## config.mk

```make
export PLATFORM = sky130hd
export DESIGN_NAME = dds_cfg_sequencer
export DESIGN_NICKNAME = d
export VERILOG_FILES = /design/src/rtl/dds_pkg.sv /design/src/rtl/dds_spi_shifter.sv /design/src/rtl/dds_cfg_sequencer.sv
export SDC_FILE = /design/constraint.sdc
export NUM_CORES = 1
export LEC_CHECK = 0
export BUFFER_PORTS_ARGS = -buffer_cell sky130_fd_sc_hd__buf_2
export CAP_MARGIN = 20
export CORE_MARGIN = 2
export CORE_UTILIZATION = 40
export CTS_CLUSTER_DIAMETER = 30
export DETAILED_ROUTE_END_ITERATION = 7
export GPL_ROUTABILITY_DRIVEN = 0
export SLEW_MARGIN = 0
export SYNTH_ARGS = -nofsm -noshare
export SYNTH_HDL_FRONTEND = slang
export SYNTH_HIERARCHICAL = 1
export SYNTH_SLANG_ARGS = --single-unit
```

## constraint.sdc

```tcl
create_clock -name sys_clk -period 5.4 [get_ports sys_clk]
set_input_delay 0.81 -clock sys_clk [delete_from_list [all_inputs] [get_ports sys_clk]]
set_output_delay 0.81 -clock sys_clk [all_outputs]
set_load 0.02 [all_outputs]
```

## src/rtl/dds_pkg.sv

```systemverilog
// Shared state encoding, channel select and default sizing for the DDS
// configuration sequencer and its serial shifter.
package dds_pkg;

  localparam int DEF_ACC_LENGTH   = 48;
  localparam int DEF_PHASE_LENGTH = 16;
  localparam int DEF_CLK_DIV      = 4;
  localparam int DIV_W            = 8;

  typedef enum logic [1:0] {
    IDLE     = 2'd0,
    SHIFT_LO = 2'd1,
    SHIFT_HI = 2'd2,
    GAP      = 2'd3
  } dds_state_e;

  typedef enum logic {
    SEL_FREQ  = 1'b0,
    SEL_PHASE = 1'b1
  } dds_sel_e;

  function automatic int max_len(input int a, input int b);
    return (a > b) ? a : b;
  endfunction

endpackage

```

## src/rtl/dds_spi_shifter.sv

```systemverilog
// Serial loader for the DDS: shifts a left-aligned word MSB first with a
// CLK_DIV spi_clk divider, then holds a chip-select-low gap.
//   state    | meaning
//   IDLE     | waiting for load
//   SHIFT_LO | spi_clk low, current bit presented on spi_data
//   SHIFT_HI | spi_clk high, DDS samples the bit
//   GAP      | both chip selects low before returning to IDLE
module dds_spi_shifter
  import dds_pkg::*;
#(
  parameter int  WORD_W  = DEF_ACC_LENGTH,
  parameter int  CLK_DIV = DEF_CLK_DIV,
  localparam int CNT_W   = $clog2(WORD_W + 1)
) (
  input  logic              sys_clk,
  input  logic              rst,
  input  logic              load,
  input  dds_sel_e          load_sel,
  input  logic [WORD_W-1:0] load_word,
  input  logic [CNT_W-1:0]  load_width,
  output logic              busy,
  output logic              spi_clk,
  output logic              spi_data,
  output logic              freq_cs,
  output logic              phase_cs
);

  localparam logic [DIV_W-1:0] DIV_LAST = DIV_W'(CLK_DIV - 1);

  dds_state_e        state_q, state_d;
  logic [DIV_W-1:0]  div_q, div_d;
  logic [CNT_W-1:0]  bits_q, bits_d;
  logic [WORD_W-1:0] shreg_q, shreg_d;
  logic              data_q, data_d;
  dds_sel_e          sel_q, sel_d;
  logic              spi_clk_q, spi_clk_d;
  logic              freq_cs_q, freq_cs_d;
  logic              phase_cs_q, phase_cs_d;
  logic              busy_q, busy_d;
  logic              cs_on;

  always_comb begin
    state_d = state_q;
    div_d   = div_q;
    bits_d  = bits_q;
    shreg_d = shreg_q;
    data_d  = data_q;
    sel_d   = sel_q;
    unique case (state_q)
      IDLE: begin
        if (load) begin
          state_d = SHIFT_LO;
          div_d   = DIV_LAST;
          bits_d  = load_width - 1'b1;
          data_d  = load_word[WORD_W-1];
          shreg_d = load_word << 1;
          sel_d   = load_sel;
        end
      end
      SHIFT_LO: begin
        if (div_q == '0) begin
          state_d = SHIFT_HI;
          div_d   = DIV_LAST;
        end else begin
          div_d = div_q - 1'b1;
        end
      end
      SHIFT_HI: begin
        if (div_q == '0) begin
          div_d = DIV_LAST;
          if (bits_q == '0) begin
            state_d = GAP;
          end else begin
            state_d = SHIFT_LO;
            data_d  = shreg_q[WORD_W-1];
            shreg_d = shreg_q << 1;
            bits_d  = bits_q - 1'b1;
          end
        end else begin
          div_d = div_q - 1'b1;
        end
      end
      GAP: begin
        if (div_q == '0) state_d = IDLE;
        else             div_d   = div_q - 1'b1;
      end
      default: state_d = IDLE;
    endcase

    // Outputs are registered from the next state so the pins never glitch.
    cs_on      = (state_d == SHIFT_LO) || (state_d == SHIFT_HI);
    spi_clk_d  = (state_d == SHIFT_HI);
    freq_cs_d  = cs_on && (sel_d == SEL_FREQ);
    phase_cs_d = cs_on && (sel_d == SEL_PHASE);
    busy_d     = (state_d != IDLE);
  end

  always_ff @(posedge sys_clk) begin
    if (rst) begin
      state_q    <= IDLE;
      div_q      <= '0;
      bits_q     <= '0;
      shreg_q    <= '0;
      data_q     <= 1'b0;
      sel_q      <= SEL_FREQ;
      spi_clk_q  <= 1'b0;
      freq_cs_q  <= 1'b0;
      phase_cs_q <= 1'b0;
      busy_q     <= 1'b0;
    end else begin
      state_q    <= state_d;
      div_q      <= div_d;
      bits_q     <= bits_d;
      shreg_q    <= shreg_d;
      data_q     <= data_d;
      sel_q      <= sel_d;
      spi_clk_q  <= spi_clk_d;
      freq_cs_q  <= freq_cs_d;
      phase_cs_q <= phase_cs_d;
      busy_q     <= busy_d;
    end
  end

  assign busy     = busy_q;
  assign spi_clk  = spi_clk_q;
  assign spi_data = data_q;
  assign freq_cs  = freq_cs_q;
  assign phase_cs = phase_cs_q;

endmodule

```

## src/rtl/dds_cfg_sequencer.sv

```systemverilog
// DDS configuration sequencer: arbitrates freq/phase load requests onto one
// serial port. Optional frequency sweep engine enabled by DDS_CFG_SWEEP_EN.
module dds_cfg_sequencer
  import dds_pkg::*;
#(
  parameter int ACC_LENGTH   = DEF_ACC_LENGTH,
  parameter int PHASE_LENGTH = DEF_PHASE_LENGTH,
  parameter int CLK_DIV      = DEF_CLK_DIV
) (
  input  logic                    sys_clk,
  input  logic                    rst,
  input  logic                    freq_valid,
  output logic                    freq_ready,
  input  logic [ACC_LENGTH-1:0]   freq_word,
  input  logic                    phase_valid,
  output logic                    phase_ready,
  input  logic [PHASE_LENGTH-1:0] phase_word,
`ifdef DDS_CFG_SWEEP_EN
  input  logic                    sweep_en,
  input  logic [ACC_LENGTH-1:0]   sweep_step,
  input  logic [15:0]             sweep_interval,
`endif
  output logic                    spi_clk,
  output logic                    spi_data,
  output logic                    freq_cs,
  output logic                    phaseshift_cs,
  output logic                    busy
);

  localparam int WORD_W = max_len(ACC_LENGTH, PHASE_LENGTH);
  localparam int CNT_W  = $clog2(WORD_W + 1);

  logic              rdy_q, rdy_d;
  dds_sel_e          rr_q, rr_d;
  logic              can_accept, freq_gnt, phase_gnt, sweep_gnt;
  logic              load;
  dds_sel_e          load_sel;
  logic [WORD_W-1:0] load_word, freq_aligned, phase_aligned;
  logic [CNT_W-1:0]  load_width;

  // rdy_q keeps ready low for the cycle in which reset is still registered.
  assign can_accept  = rdy_q & ~busy;
  assign freq_ready  = can_accept & (~phase_valid | (rr_q == SEL_FREQ));
  assign phase_ready = can_accept & (~freq_valid | (rr_q == SEL_PHASE));
  assign freq_gnt    = freq_valid & freq_ready;
  assign phase_gnt   = phase_valid & phase_ready;

  assign freq_aligned  = WORD_W'(freq_word) << (WORD_W - ACC_LENGTH);
  assign phase_aligned = WORD_W'(phase_word) << (WORD_W - PHASE_LENGTH);

`ifdef DDS_CFG_SWEEP_EN
  logic [ACC_LENGTH-1:0] cur_freq_q, cur_freq_d, sweep_freq;
  logic [15:0]           tmr_q, tmr_d;
  logic                  sweep_pend_q, sweep_pend_d, sweep_tick;

  assign sweep_freq = cur_freq_q + sweep_step;
  assign sweep_gnt  = can_accept & sweep_pend_q & ~freq_valid & ~phase_valid;

  always_comb begin
    tmr_d      = tmr_q;
    sweep_tick = 1'b0;
    if (!sweep_en || (sweep_interval == '0)) begin
      tmr_d = sweep_interval - 1'b1;
    end else if (tmr_q == '0) begin
      tmr_d      = sweep_interval - 1'b1;
      sweep_tick = 1'b1;
    end else begin
      tmr_d = tmr_q - 1'b1;
    end
    // A single pending flag means a tick during busy is held, never doubled.
    sweep_pend_d = sweep_en & ((sweep_pend_q & ~sweep_gnt) | sweep_tick);
    cur_freq_d   = cur_freq_q;
    if (freq_gnt)       cur_freq_d = freq_word;
    else if (sweep_gnt) cur_freq_d = sweep_freq;
  end

  always_ff @(posedge sys_clk) begin
    if (rst) begin
      cur_freq_q   <= '0;
      tmr_q        <= '0;
      sweep_pend_q <= 1'b0;
    end else begin
      cur_freq_q   <= cur_freq_d;
      tmr_q        <= tmr_d;
      sweep_pend_q <= sweep_pend_d;
    end
  end
`else
  assign sweep_gnt = 1'b0;
`endif

  always_comb begin
    load       = freq_gnt | phase_gnt | sweep_gnt;
    load_sel   = phase_gnt ? SEL_PHASE : SEL_FREQ;
    load_word  = phase_gnt ? phase_aligned : freq_aligned;
    load_width = phase_gnt ? CNT_W'(PHASE_LENGTH) : CNT_W'(ACC_LENGTH);
`ifdef DDS_CFG_SWEEP_EN
    if (sweep_gnt) load_word = WORD_W'(sweep_freq) << (WORD_W - ACC_LENGTH);
`endif
    rdy_d = 1'b1;
    rr_d  = rr_q;
    if (freq_gnt && phase_valid)      rr_d = SEL_PHASE;
    else if (phase_gnt && freq_valid) rr_d = SEL_FREQ;
  end

  always_ff @(posedge sys_clk) begin
    if (rst) begin
      rdy_q <= 1'b0;
      rr_q  <= SEL_FREQ;
    end else begin
      rdy_q <= rdy_d;
      rr_q  <= rr_d;
    end
  end

  dds_spi_shifter #(
    .WORD_W  (WORD_W),
    .CLK_DIV (CLK_DIV)
  ) u_shifter (
    .sys_clk    (sys_clk),
    .rst        (rst),
    .load       (load),
    .load_sel   (load_sel),
    .load_word  (load_word),
    .load_width (load_width),
    .busy       (busy),
    .spi_clk    (spi_clk),
    .spi_data   (spi_data),
    .freq_cs    (freq_cs),
    .phase_cs   (phaseshift_cs)
  );

endmodule
```

==> key figures <==
Yosys
  – Ys flop type: dfxtp_1
  – Synth area leaders: dfxtp_1, mux2i_1, a211oi_1
  – Post-synthesis cell type count: 46
  – Synth Warn #: 6
  – Avg Cell Area, Syn: 9.02 um2
  – Number of synthesized flops with an enable pin: 0
  – Register area share after synthesis: 0.370
  – Syn Std Cell Area: 0.00384 mm2
  – Yosys reg bits: 71
  – Syn Inst Count: 426
  – Synth async-reset ratio: 0
  – Post-synth top area share: 0.370
  – Cell taking the most area after synthesis: dfxtp_1

Timing
  – Slew Limit Fails: 0
  – Max Freq: 278 MHz
  – Setup-violating endpoint count in the final report: 0
  – TNS Setup: 0 ps
  – Worst slew pin tran: 1070 ps
  – Final Skew: 11.5 ps
  – Final Hold Viols: 0
  – Min Clock Period, post-route: 3600 ps
  – Setup ws final: 1800 ps
  – RSZ-0062 raised after global routing: no
  – Tcrit/Tclk final: 0.667
  – Rel. slew slack: 0.289

GRT
  – Grt ovf: 0
  – Antenna violations before repair: 0
  – M3 GR Usage: 0.0397
  – Total global-route track usage: 0.157
  – Layer with the highest usage: met2
  – Grt met2 use: 0.262
  – Largest net degree at the start of global routing: 102
  – Number of global-route vias before repair: 2989
  – M1 GR Usage: 0.197
  – First-pass GRT wire length: 13.2 mm

Route
  – Remaining antenna violation count: 0
  – Vias per cell: 4.98
  – Iter 0 DRT Violations: 114
  – Drt drc: 0
  – DR pass1 iterations: 4
  – Vias: 3154
  – Drt wl/cell: 12.3 um
  – Final wirelength: 7.78 mm

Clock network
  – Worst-skew pair later-pin latency: 340 ps
  – CTS H-tree lvls: 3
  – Clk root buf: clkbuf_8
  – Cells resized by post-CTS repair: 0
  – Clk buf depth: 2
  – Clk sinks: 71
  – Post-CTS Hold Buffers: 0
  – Reg clk slew, reported paths: 70 ps
  – CTS tree: done
  – Total CTS buffers: 9
  – Post-CTS Setup Inserts: 0

Die
  – Die extent in y: 102 um
  – Initial Utilization: 0.414
  – Ports: 75
  – # rows: 35
  – DIE WIDTH: 102 um
  – Die footprint: 0.0104 mm2
  – Core Region: 0.00928 mm2

Setup path
  – CP Capture Type: flip-flop
  – Crit-path max FO: 101
  – Crit path DAT: 3770 ps
  – Crit start category: flip-flop
  – Required time of the critical path: 5560 ps
  – Setup CP Type: flip-flop to flip-flop

Power
  – Psw: 658 uW
  – Pint: 1.19 mW
  – Comb pwr share: 0.347
  – Overall Power: 1.85 mW
  – Clock power share: 0.246
  – Sequential power share: 0.408
  – Leakage: 1.73 nW
  – PD cells: 407 mW/mm2
  – Peak supply drop: 0.183 mV
  – Sw frac: 0.356

Job
  – Max-Cap Viols: 0

Final layout
  – Antenna diodes: 0
  – Multi-input gate area: 0.00232 mm2
  – Share of cells above drive strength 1: 0.220
  – # fillers: 928
  – Post-route cell area: 0.00454 mm2
  – Register area: 0.00142 mm2
  – Final nets: 576
  – Area grow syn2layout: 18.2%

Run status
  – Status: complete, no violations

Worst hold path
  – Worst hold-check path type: flip-flop to flip-flop

Place
  – PortBufs: 74
  – Post-DP HPWL: 5.17 mm
  – DP Worst Slack: 1830 ps
  – Area of placed instances: 0.00434 mm2
final cells by class:
cell class / instances / share of cell area
Clock buffer: 12 / 0.0298
Sequential cell: 71 / 0.313
Inverter: 10 / 0.00826
Tap cell: 129 / 0.0355
Multi-Input combinational cell: 330 / 0.512
Clock inverter: 4 / 0.0154
Timing Repair Buffer: 77 / 0.0865
logic make-up (layout without fill, tap and decap cells):
group	Yosys count	in the layout	synth area share
compound gates	89	89	0.160
xor+xnor	4	4	0.00911
fa+ha+maj	9	9	0.0293
buf+inv	41	103	0.0479
flops	71	71	0.370
mux	67	67	0.180
other cells	2	18	0.00195
simple gates	143	143	0.202
power groups by stage:
stage	clock network, mW	registers (mW)	logic, mW
finish	0.454	0.754	0.641
CTS	0.469	0.755	0.643
global placement	0	0.762	0.620
floorplan	0	0.751	0.506
detailed placement	0	0.766	0.640
global route	0.488	0.774	0.725
cells in the mapped netlist, types with 2 or more instances:
cell       n
a211oi_1  52
a21oi_1   14
a31oi_1    2
and3_1     3
buf_2     12
buf_6      2
clkbuf_1  16
conb_1     2
dfxtp_1   71
ha_1       9
inv_1     10
mux2_1     4
mux2_2    12
mux2i_1   51
nand2_1    7
nand3_1    2
nor2_1    68
nor2b_1   35
nor3_1     4
nor3b_1    4
nor4b_1    3
o21a_1     2
o21ai_0    6
o22ai_1    3
o31ai_1    3
or3_1      3
or4_1      4
xor2_1     4
critical path: stages (launching register included):
cell and delay (ps):
dfxtp_1 330, inv_1 140, ha_4 850, nor4b_2 500
nor4b_1 720, a211oi_4 60, buf_4 430, nor2_1 240
a211oi_1 90
layer usage:
metal	wire length, um	vias to the layer above	part of all wire
li1	-	1657	-
met1	3840	1430	0.49
met2	3580	58	0.46
met3	267	9	0.034
met4	93	0	0.012
met5	0	-	0
worst paths after layout:
check | from | to | slack, ps | cells past startpoint
worst max-delay path | u_shifter/state_q[0] | u_shifter/shreg_q[29] | 1800 | 8
worst min-delay path | u_shifter/div_q[7] | u_shifter/div_q[7] | 490 | 2
worst max register to register | u_shifter/state_q[0] | u_shifter/shreg_q[29] | 1800 | 8
worst min register to register | u_shifter/div_q[7] | u_shifter/div_q[7] | 490 | 2
flip-flops by register name (all words and copies together) (netlist names):
signal and cells:
u_shifter/sel_q 1, u_shifter/freq_cs 1, u_shifter/busy 1, u_shifter/state_q 2, u_shifter/div_q 8, rr_q 1
u_shifter/shreg_q 47, u_shifter/spi_data 1, u_shifter/spi_clk 1, u_shifter/phase_cs 1, u_shifter/bits_q 6, rdy_q 1
placed cells by master (no fill, tap or decap), types with 4 or more instances in the layout:
master     n
nor2_1    68
mux2_2    12
mux2_1     4
nor3b_1    4
conb_1    18
a21oi_1   14
or4_1      4
dfxtp_1   71
nor2b_1   35
inv_1     10
mux2i_1   51
clkbuf_8   9
xor2_1     4
nor3_1     4
buf_2     74
ha_1       8
nand2_1    7
o21ai_0    6
a211oi_1  51
metrics by stage:
step	std cells	util	hold slack, ps
3_3_place_gp	617	0.467	475
2_1_floorplan	442	-	458
6_report	633	0.489	492
4_1_cts	633	0.489	493
5_1_grt	633	0.489	517
3_5_place_dp	617	0.467	482
Power figures use the tool's default switching activity.
